**config.mk**
```make
export PLATFORM = sky130hd
export DESIGN_NAME = asel_fwd_stage
export DESIGN_NICKNAME = d
export VERILOG_FILES = /design/src/rtl/asel_fwd_stage.sv
export SDC_FILE = /design/constraint.sdc
export NUM_CORES = 1
export LEC_CHECK = 0
export ABC_AREA = 1
export BUFFER_PORTS_ARGS = -buffer_cell sky130_fd_sc_hd__buf_2
export CORE_ASPECT_RATIO = 1.4
export CORE_MARGIN = 4
export CORE_UTILIZATION = 49
export CTS_CLUSTER_SIZE = 24
export DETAILED_ROUTE_END_ITERATION = 7
export PLACE_DENSITY_LB_ADDON = 0.08
export REMOVE_ABC_BUFFERS = 1
export SLEW_MARGIN = 25
export SYNTH_ARGS = -nofsm -noshare
export SYNTH_HDL_FRONTEND = slang
export SYNTH_SLANG_ARGS = --single-unit
```
**constraint.sdc**
```tcl
create_clock -name clk_i -period 2.2 [get_ports clk_i]
set_clock_uncertainty 0.1 [all_clocks]
set_input_delay 0.33 -clock clk_i [delete_from_list [all_inputs] [get_ports clk_i]]
set_output_delay 0.33 -clock clk_i [all_outputs]
set_load 0.01 [all_outputs]
```
**src/rtl/asel_fwd_stage.sv**
```systemverilog
// ALU operand-A select stage with priority forwarding, load-use stall
// detection and a valid/ready output register at the ID/EX boundary.
module asel_fwd_stage #(
  parameter int XLEN    = 32,
  parameter int NUM_FWD = 3,
  parameter int REG_AW  = 5,
  parameter int CNT_W   = 4
) (
  input  logic                      clk_i,
  input  logic                      rst_n_i,
  input  logic                      flush_i,
  input  logic                      in_valid_i,
  output logic                      in_ready_o,
  input  logic [1:0]                asel_i,
  input  logic [REG_AW-1:0]         rs_addr_i,
  input  logic [XLEN-1:0]           reg_data_i,
  input  logic [XLEN-1:0]           pc_i,
  input  logic [NUM_FWD-1:0]        fwd_valid_i,
  input  logic [NUM_FWD-1:0]        fwd_pending_i,
  input  logic [NUM_FWD*REG_AW-1:0] fwd_rd_i,
  input  logic [NUM_FWD*XLEN-1:0]   fwd_data_i,
  output logic                      out_valid_o,
  input  logic                      out_ready_i,
  output logic [XLEN-1:0]           data_a_o,
  output logic                      hazard_o,
  output logic [CNT_W-1:0]          stall_cnt_o
);

  typedef enum logic [1:0] {
    SEL_REG  = 2'd0,
    SEL_PC   = 2'd1,
    SEL_ZERO = 2'd2,
    SEL_PC4  = 2'd3
  } asel_e;

  localparam logic [CNT_W-1:0] CNT_MAX = {CNT_W{1'b1}};

  asel_e           mode;
  logic            win_found;
  logic            win_pending;
  logic [XLEN-1:0] win_data;
  logic [XLEN-1:0] sel_value;
  logic            capture;

  assign mode = asel_e'(asel_i);

  // Scan channels from oldest to youngest so the lowest-index match wins;
  // x0 is never forwarded because it always reads as zero.
  always_comb begin
    win_found   = 1'b0;
    win_pending = 1'b0;
    win_data    = reg_data_i;
    for (int k = NUM_FWD - 1; k >= 0; k--) begin
      if (fwd_valid_i[k] && (rs_addr_i != '0) &&
          (fwd_rd_i[k*REG_AW +: REG_AW] == rs_addr_i)) begin
        win_found   = 1'b1;
        win_pending = fwd_pending_i[k];
        win_data    = fwd_data_i[k*XLEN +: XLEN];
      end
    end
  end

  // Mode multiplexer; PC+4 wraps silently at the top of the address space.
  always_comb begin
    sel_value = '0;
    unique case (mode)
      SEL_REG:  sel_value = win_data;
      SEL_PC:   sel_value = pc_i;
      SEL_ZERO: sel_value = '0;
      SEL_PC4:  sel_value = pc_i + XLEN'(4);
      default:  sel_value = '0;
    endcase
  end

  assign hazard_o   = in_valid_i & (mode == SEL_REG) & win_found & win_pending;
  assign in_ready_o = (~out_valid_o | out_ready_i) & ~hazard_o & ~flush_i;
  assign capture    = in_valid_i & in_ready_o;

  // Output register: flush discards, capture loads (also while draining),
  // a drain alone empties, otherwise the held entry stays put.
  always_ff @(posedge clk_i or negedge rst_n_i) begin
    if (!rst_n_i) begin
      out_valid_o <= 1'b0;
      data_a_o    <= '0;
    end else if (flush_i) begin
      out_valid_o <= 1'b0;
    end else if (capture) begin
      out_valid_o <= 1'b1;
      data_a_o    <= sel_value;
    end else if (out_valid_o && out_ready_i) begin
      out_valid_o <= 1'b0;
    end
  end

  // Saturating count of back-to-back hazard cycles, cleared by flush or any gap.
  always_ff @(posedge clk_i or negedge rst_n_i) begin
    if (!rst_n_i) begin
      stall_cnt_o <= '0;
    end else if (flush_i || !hazard_o) begin
      stall_cnt_o <= '0;
    end else if (stall_cnt_o != CNT_MAX) begin
      stall_cnt_o <= stall_cnt_o + 1'b1;
    end
  end

endmodule

```
==> impl_metrics.json, run 1 <==
{
  "ys_seq_area_frac": 0.184,
  "placed_area_sq_mm": 0.00636,
  "critPathKind": "in2out",
  "switching_power_mw": 0.881,
  "crit_path_max_fanout": 4,
  "rsz0062_at_grt": "no",
  "portBuffers": 231,
  "avgRoutedWirePerCell_um": 13.0,
  "clock-sinks": 37,
  "dpl.hpwl_um": 13900,
  "netlist_instances": 934,
  "grt_usage": 0.274,
  "endpoint_kind": "primary output",
  "ys_types": 36,
  "start_util": 0.505,
  "setup_viol": 0,
  "drv_cap": 0,
  "timing.critical_path.required_ns": 1.77,
  "p_int_mw": 1.75,
  "p_clk_frac": 0.317,
  "seqPwrFrac": 0.314,
  "globalplace.congestion": 0.923,
  "ioPinCount": 232,
  "finalWorstSetupSlack_ns": 0.159,
  "finalHoldViolCount": 0,
  "rows": 43,
  "cts.path.max_buffers": 2,
  "grt_pass1_vias": 5790,
  "p_comb_frac": 0.369,
  "area_growth_pct": 31.0,
  "final_cells": 1300,
  "pre_cts_ws_ns": 0.110,
  "ys_seq_elements": 37,
  "ant_nets": 0,
  "antenna_found_initial": 3,
  "gr-total-overflow": 0,
  "fin_util": 0.662,
  "final_area_sq_mm": 0.00659,
  "fin_nets": 1356,
  "drtIter0Drc": 279,
  "p_total_mw": 2.63,
  "cts_tree": "done",
  "tightest_slew_ns": 0.797,
  "cts_made_buffers": 5,
  "slew_headroom": 0.469,
  "dieArea_sq_mm": 0.0120,
  "cts_root_buf": "clkbuf_16",
  "final_layout_size_suffix_gt1_frac": 0.273,
  "hold_path.class": "in2async",
  "r2r_setup_slack_ns": 0.83,
  "fin_crit_sh": 0.928,
  "p_per_area_mw_per_mm2": 399,
  "grt_max_degree": 40,
  "vdd_drop_max_uv": 250,
  "die_w_um": 93.6,
  "htreeDepth": 2,
  "drc": 0,
  "holdBufCountCts": 0,
  "via_count": 6292,
  "p_sw_frac": 0.335,
  "critPathArrivalTime_ns": 1.61,
  "ys_warn_count": 0,
  "outcome": "completed",
  "setup_tns_ns": 0,
  "hold_ws_ns": 0.0291,
  "wirelength_um": 16900,
  "chipHeight_um": 128,
  "place_inst": 1283,
  "insertion_delay_ns": 0.28,
  "max_freq_ghz": 0.490,
  "postSynthAreaPerCell_sq_um": 5.38,
  "core_sq_mm": 0.00995,
  "syn-cell-area_sq_mm": 0.00503,
  "viasPerCell": 4.84,
  "slew_viol_final": 0,
  "grt_pass1_wl_um": 26500,
  "cts.clk_slew.worst_paths_ns": 0.06,
  "p_leak_nw": 4.27,
  "crit_path_start_kind": "input pin",
  "dr.pass1.iters": 5,
  "final.min_clock_period_ns": 2.04
}
## cell usage after synthesis (all sizes together)
library cell | count | area [sq um]
o21bai | 2 | 15.0
nor3 | 4 | 20.0
clkbuf | 11 | 41.3
o211ai | 1 | 7.51
dfrtp | 37 | 926
o221ai | 1 | 8.76
a21o | 1 | 7.51
nand4 | 9 | 56.3
nand2 | 345 | 1300
nand3 | 168 | 996
xnor2 | 4 | 35.0
or2 | 1 | 6.26
inv | 187 | 702
a21boi | 1 | 7.51
a22o | 1 | 8.76
clkinv | 1 | 3.75
o21ai | 40 | 204
nand3b | 4 | 30.0
a21oi | 16 | 80.1
a22oi | 1 | 7.51
ha | 2 | 25.0
buf | 29 | 199
nor3b | 1 | 7.51
xor2 | 2 | 17.5
nor2 | 65 | 318
## registers in the layout (all words and copies together) (netlist names)
name / cells
data_a_o: 32
stall_cnt_o: 4
out_valid_o: 1
## power groups by stage
stage	Combinational [mW]	Sequential [mW]	Clock [mW]
final	0.969	0.827	0.833
after global routing	1.09	0.838	0.867
after CTS	0.961	0.827	0.842
after detailed placement	0.957	0.835	0
after global placement	0.949	0.833	0
after floorplan	0.429	0.880	0
## critical path, stage by stage
cell,delay (ns)
buf_2,0.13
inv_1,0.10
nor2_1,0.05
nor2_1,0.09
nand2_1,0.06
nor2_1,0.15
nand2_2,0.13
nand2_1,0.12
nor2_2,0.05
nor2_4,0.21
nor2_8,0.05
buf_2,0.14
## final cells by class
type	count	area [sq um]
diodes	3	7.51
fillers	1021	3370
repair buffers	260	1450
inverters	188	706
well taps	135	169
clock buffers	7	143
flip-flops and latches	37	926
clock inverters	1	30.0
multi-input cells	669	3160
## placed cells by master, fill, tap and decap left out, types with 2 or more instances in the layout
cell	netlist	routed
buf_2	21	231
o21ai_1	3	3
nand3_2	31	31
nand4_1	9	9
nand3b_1	4	4
o21bai_1	2	2
buf_12	3	6
nor2_2	5	6
buf_4	4	23
inv_1	184	184
nor2_4	6	6
diode_2	0	3
nand2_1	344	344
a21oi_1	16	16
ha_1	2	2
nor3_1	4	4
xnor2_1	4	4
dfrtp_1	37	37
inv_2	3	3
clkbuf_16	0	5
nand3_1	137	137
nor2_1	53	52
xor2_1	2	2
o21ai_0	36	36
## metal layers
layer,track usage,wire (um)
met5,0,12
met4,0.120,622
met3,0.0446,1190
met2,0.467,8180
met1,0.338,6890
## final timing paths
kind	start	cells after the start	end
min	rst_n_i	1	data_a_o[3]
max reg2reg	out_valid_o	7	data_a_o[15]
max in group asynchronous	rst_n_i	1	data_a_o[22]
max	rs_addr_i[4]	12	in_ready_o
min reg2reg	data_a_o[24]	2	data_a_o[24]
min in group clk_i	flush_i	2	out_valid_o
## timing repair
item	in CTS	in global routing
buffers inserted	0	6
setup endpoints to repair	0	2
resized for setup	0	0
## kinds of logic (layout without fill, tap and decap cells)
group | Yosys count | in the layout | synth area share
and+or+nand+nor | 597 | 597 | 0.543
adders and majority gates | 2 | 2 | 0.00498
DFF | 37 | 37 | 0.184
other | 0 | 3 | 0
buffers and inverters | 228 | 456 | 0.188
AOI/OAI and AO/OA | 64 | 64 | 0.0689
xor gates and xnor gates | 6 | 6 | 0.0105
Power figures use the tool's default switching activity.
==> run 2: changes to the inputs <==
--- a/config.mk
+++ b/config.mk
@@ -5,11 +5,10 @@
 export SDC_FILE = /design/constraint.sdc
 export NUM_CORES = 1
 export LEC_CHECK = 0
-export ABC_AREA = 1
 export BUFFER_PORTS_ARGS = -buffer_cell sky130_fd_sc_hd__buf_2
 export CORE_ASPECT_RATIO = 1.4
 export CORE_MARGIN = 4
-export CORE_UTILIZATION = 49
+export CORE_UTILIZATION = 45
 export CTS_CLUSTER_SIZE = 24
 export DETAILED_ROUTE_END_ITERATION = 7
 export PLACE_DENSITY_LB_ADDON = 0.08
==> run 2 against run 1 <==
Effect of this change: the run now ends with setup timing left; clock power grew 3.1%; synthesized area shrank 23%; clock-buffer cell count shrank 1; largest power group unchanged; worst setup slack lost 0.58 ns.
==> impl_metrics.json, run 2 <==
{
  "dpl.hpwl_um": 12700,
  "fin_nets": 956,
  "wirelength_um": 17100,
  "globalplace.congestion": 0.908,
  "ys_seq_area_frac": 0.241,
  "crit_chain": "buf_6 -> or4_4 -> o211ai_1 -> nor2_2 -> a311oi_2 -> or2_4 -> and2_1 -> buf_2",
  "via_count": 5105,
  "timing.critical_path.required_ns": 1.77,
  "cts.path.max_buffers": 2,
  "path_depth": 8,
  "whs_path_depth": 2,
  "slew_headroom": 0.549,
  "antenna_found_initial": 2,
  "dieArea_sq_mm": 0.0101,
  "outcome": "finished with violations",
  "vdd_drop_max_uv": 320,
  "pre_cts_ws_ns": -0.516,
  "grt_max_degree": 29,
  "final_cells": 865,
  "finalHoldViolCount": 0,
  "async_flop_share": 1.00,
  "cp_slowest_cell": "or4_4",
  "yosys.cell_count.top_type": "dfrtp_1",
  "synth.top_cell.area_share": 0.241,
  "synth_area_leaders": "dfrtp_1 24%, mux2_4 6.6%, xnor2_1 5.7%",
  "path_delay_family": "simple AND/OR/NAND/NOR gates",
  "crit_path_max_fanout": 3,
  "critPathArrivalTime_ns": 2.19,
  "reg_top3": "data_a_o x32, stall_cnt_o x4, out_valid_o x1",
  "grt_util_met1": 0.373,
  "synth_top_area_cell": "dfrtp_1",
  "core_sq_mm": 0.00825,
  "fin_crit_sh": 1.19,
  "grt_pass1_wl_um": 25900,
  "insertion_delay_ns": 0.29,
  "final.min_clock_period_ns": 2.62,
  "gr-total-overflow": 0,
  "netlist_instances": 470,
  "ioPinCount": 232,
  "slew_viol_final": 0,
  "chipHeight_um": 117,
  "violations": "setup timing",
  "layout_common_cells": "227 x buf_2, 68 x buf_4, 37 x dfrtp_1, 32 x inv_1, 28 x o21ai_0",
  "yosys-top-cells-count": "37 x dfrtp_1, 33 x inv_1, 32 x o21ai_0",
  "avgRoutedWirePerCell_um": 19.7,
  "ant_nets": 0,
  "rows": 39,
  "busiest_layer": "met2",
  "max_freq_ghz": 0.382,
  "hold_path.class": "in2reg",
  "finalWorstSetupSlack_ns": -0.417,
  "tightest_slew_ns": 0.671,
  "htreeDepth": 2,
  "setup_viol": 34,
  "slowest_delay_ns": 0.56,
  "place_inst": 835,
  "grtUsageMet2": 0.562,
  "ys_types": 58,
  "regMostFlops": "data_a_o",
  "rsz0062_at_grt": "yes",
  "start_util": 0.467,
  "area_growth_pct": 61.7,
  "hold_ws_ns": 0.185,
  "postSynthAreaPerCell_sq_um": 8.19,
  "portBuffers": 231,
  "cts.clk_slew.worst_paths_ns": 0.06,
  "final_layout_size_suffix_gt1_frac": 0.496,
  "p_total_mw": 2.83,
  "grt_usage": 0.321,
  "synth_edf_count": 0,
  "cts_root_buf": "clkbuf_16",
  "synth_flop_cell": "dfrtp_1",
  "syn-cell-area_sq_mm": 0.00385,
  "crit_path_start_kind": "input pin",
  "drc": 0,
  "ys_warn_count": 0,
  "p_leak_nw": 3.10,
  "met3_usage": 0.0561,
  "grt_pass1_vias": 5235,
  "fin_util": 0.755,
  "endpoint_kind": "primary output",
  "critical_path_buf_inv_count": 2,
  "reg2reg_depth": 7,
  "viasPerCell": 5.90,
  "cts_made_buffers": 5,
  "critPathKind": "in2out",
  "largest_reg_flops": 32,
  "final_common_cell": "buf_2",
  "drtIter0Drc": 333,
  "p_per_area_mw_per_mm2": 454,
  "die_w_um": 86.2,
  "drv_cap": 0,
  "dr.pass1.iters": 5,
  "clock-sinks": 37,
  "ys_seq_elements": 37,
  "cts_tree": "done"
}
[run 2: cell types whose count changed after synthesis, moves of 17 or more]
cell      previous run  this run
nand2_1            344        14
inv_1              184        33
nand3_1            137        14
nand3_2             31         0
nor2_1              53        22
and3_1               0        24
a221oi_1             0        23
or3_1                0        23
nor3_1               4        25
xnor2_1              4        25
mux2_4               0        17
[run 2: through the flow]
| stage | cell area, sq um | setup TNS, ns |
|---|---|---|
| floorplan | 3680 | -45.84 |
| global placement | 5580 | -14.39 |
| detailed placement | 5580 | -16.88 |
| CTS | 6140 | -5.63 |
| global route | 6220 | -11.06 |
| finish | 6220 | -8.28 |
[run 2: worst paths after layout]
kind                               from             end  slack, ns
max                        rs_addr_i[4]      in_ready_o      -0.42
max in group asynchronous       rst_n_i    data_a_o[11]       0.87
min in group asynchronous       rst_n_i     data_a_o[5]       0.48
max reg2reg                 out_valid_o     data_a_o[4]       0.36
min                             flush_i  stall_cnt_o[3]       0.18
min reg2reg                 data_a_o[5]     data_a_o[5]       0.41
[run 2: cells by family (layout without fill, tap and decap cells)]
| group | count (synthesis) | in the layout | synth area share |
|---|---|---|---|
| simple gates | 161 | 162 | 0.233 |
| compound gates | 139 | 139 | 0.272 |
| buf+inv | 70 | 361 | 0.0764 |
| flops | 37 | 37 | 0.241 |
| mux | 31 | 31 | 0.103 |
| xor+xnor | 30 | 30 | 0.0683 |
| fa+ha+maj | 2 | 2 | 0.00650 |
| other cells | 0 | 1 | 0 |
[run 2: metal layers]
metal  vias up  routed length (um)
li1       2383                   -
met1      2405                6290
met2       276                8700
met3        39                1560
met4         2                 493
met5         -                  14
[run 2: power breakdown]
group | switching (mW) | total (mW) | internal, mW
clock network | 0.321 | 0.859 | 0.538
logic | 0.520 | 1.10 | 0.585
registers | 0.0684 | 0.865 | 0.797
total | 0.909 | 2.83 | 1.92
[run 2: area by class of cell]
| type | count | area [sq um] |
|---|---|---|
| Antenna cell | 1 | 2.50 |
| Clock buffer | 6 | 129 |
| Clock inverter | 2 | 38.8 |
| Fill cell | 663 | 2020 |
| Inverter | 33 | 124 |
| Multi-Input combinational cell | 364 | 2810 |
| Sequential cell | 37 | 926 |
| Tap cell | 102 | 128 |
| Timing Repair Buffer | 320 | 2070 |
[run 2: timing repair]
| action | CTS | global route |
|---|---|---|
| hold buffers | 1 | 0 |
| hold endpoints to repair | 25 | 0 |
| setup endpoints to repair | 35 | 35 |
| buffers inserted | 12 | 7 |
| resized for setup | 47 | 11 |
| cloned | 4 | 1 |
| pin swaps | 15 | 19 |
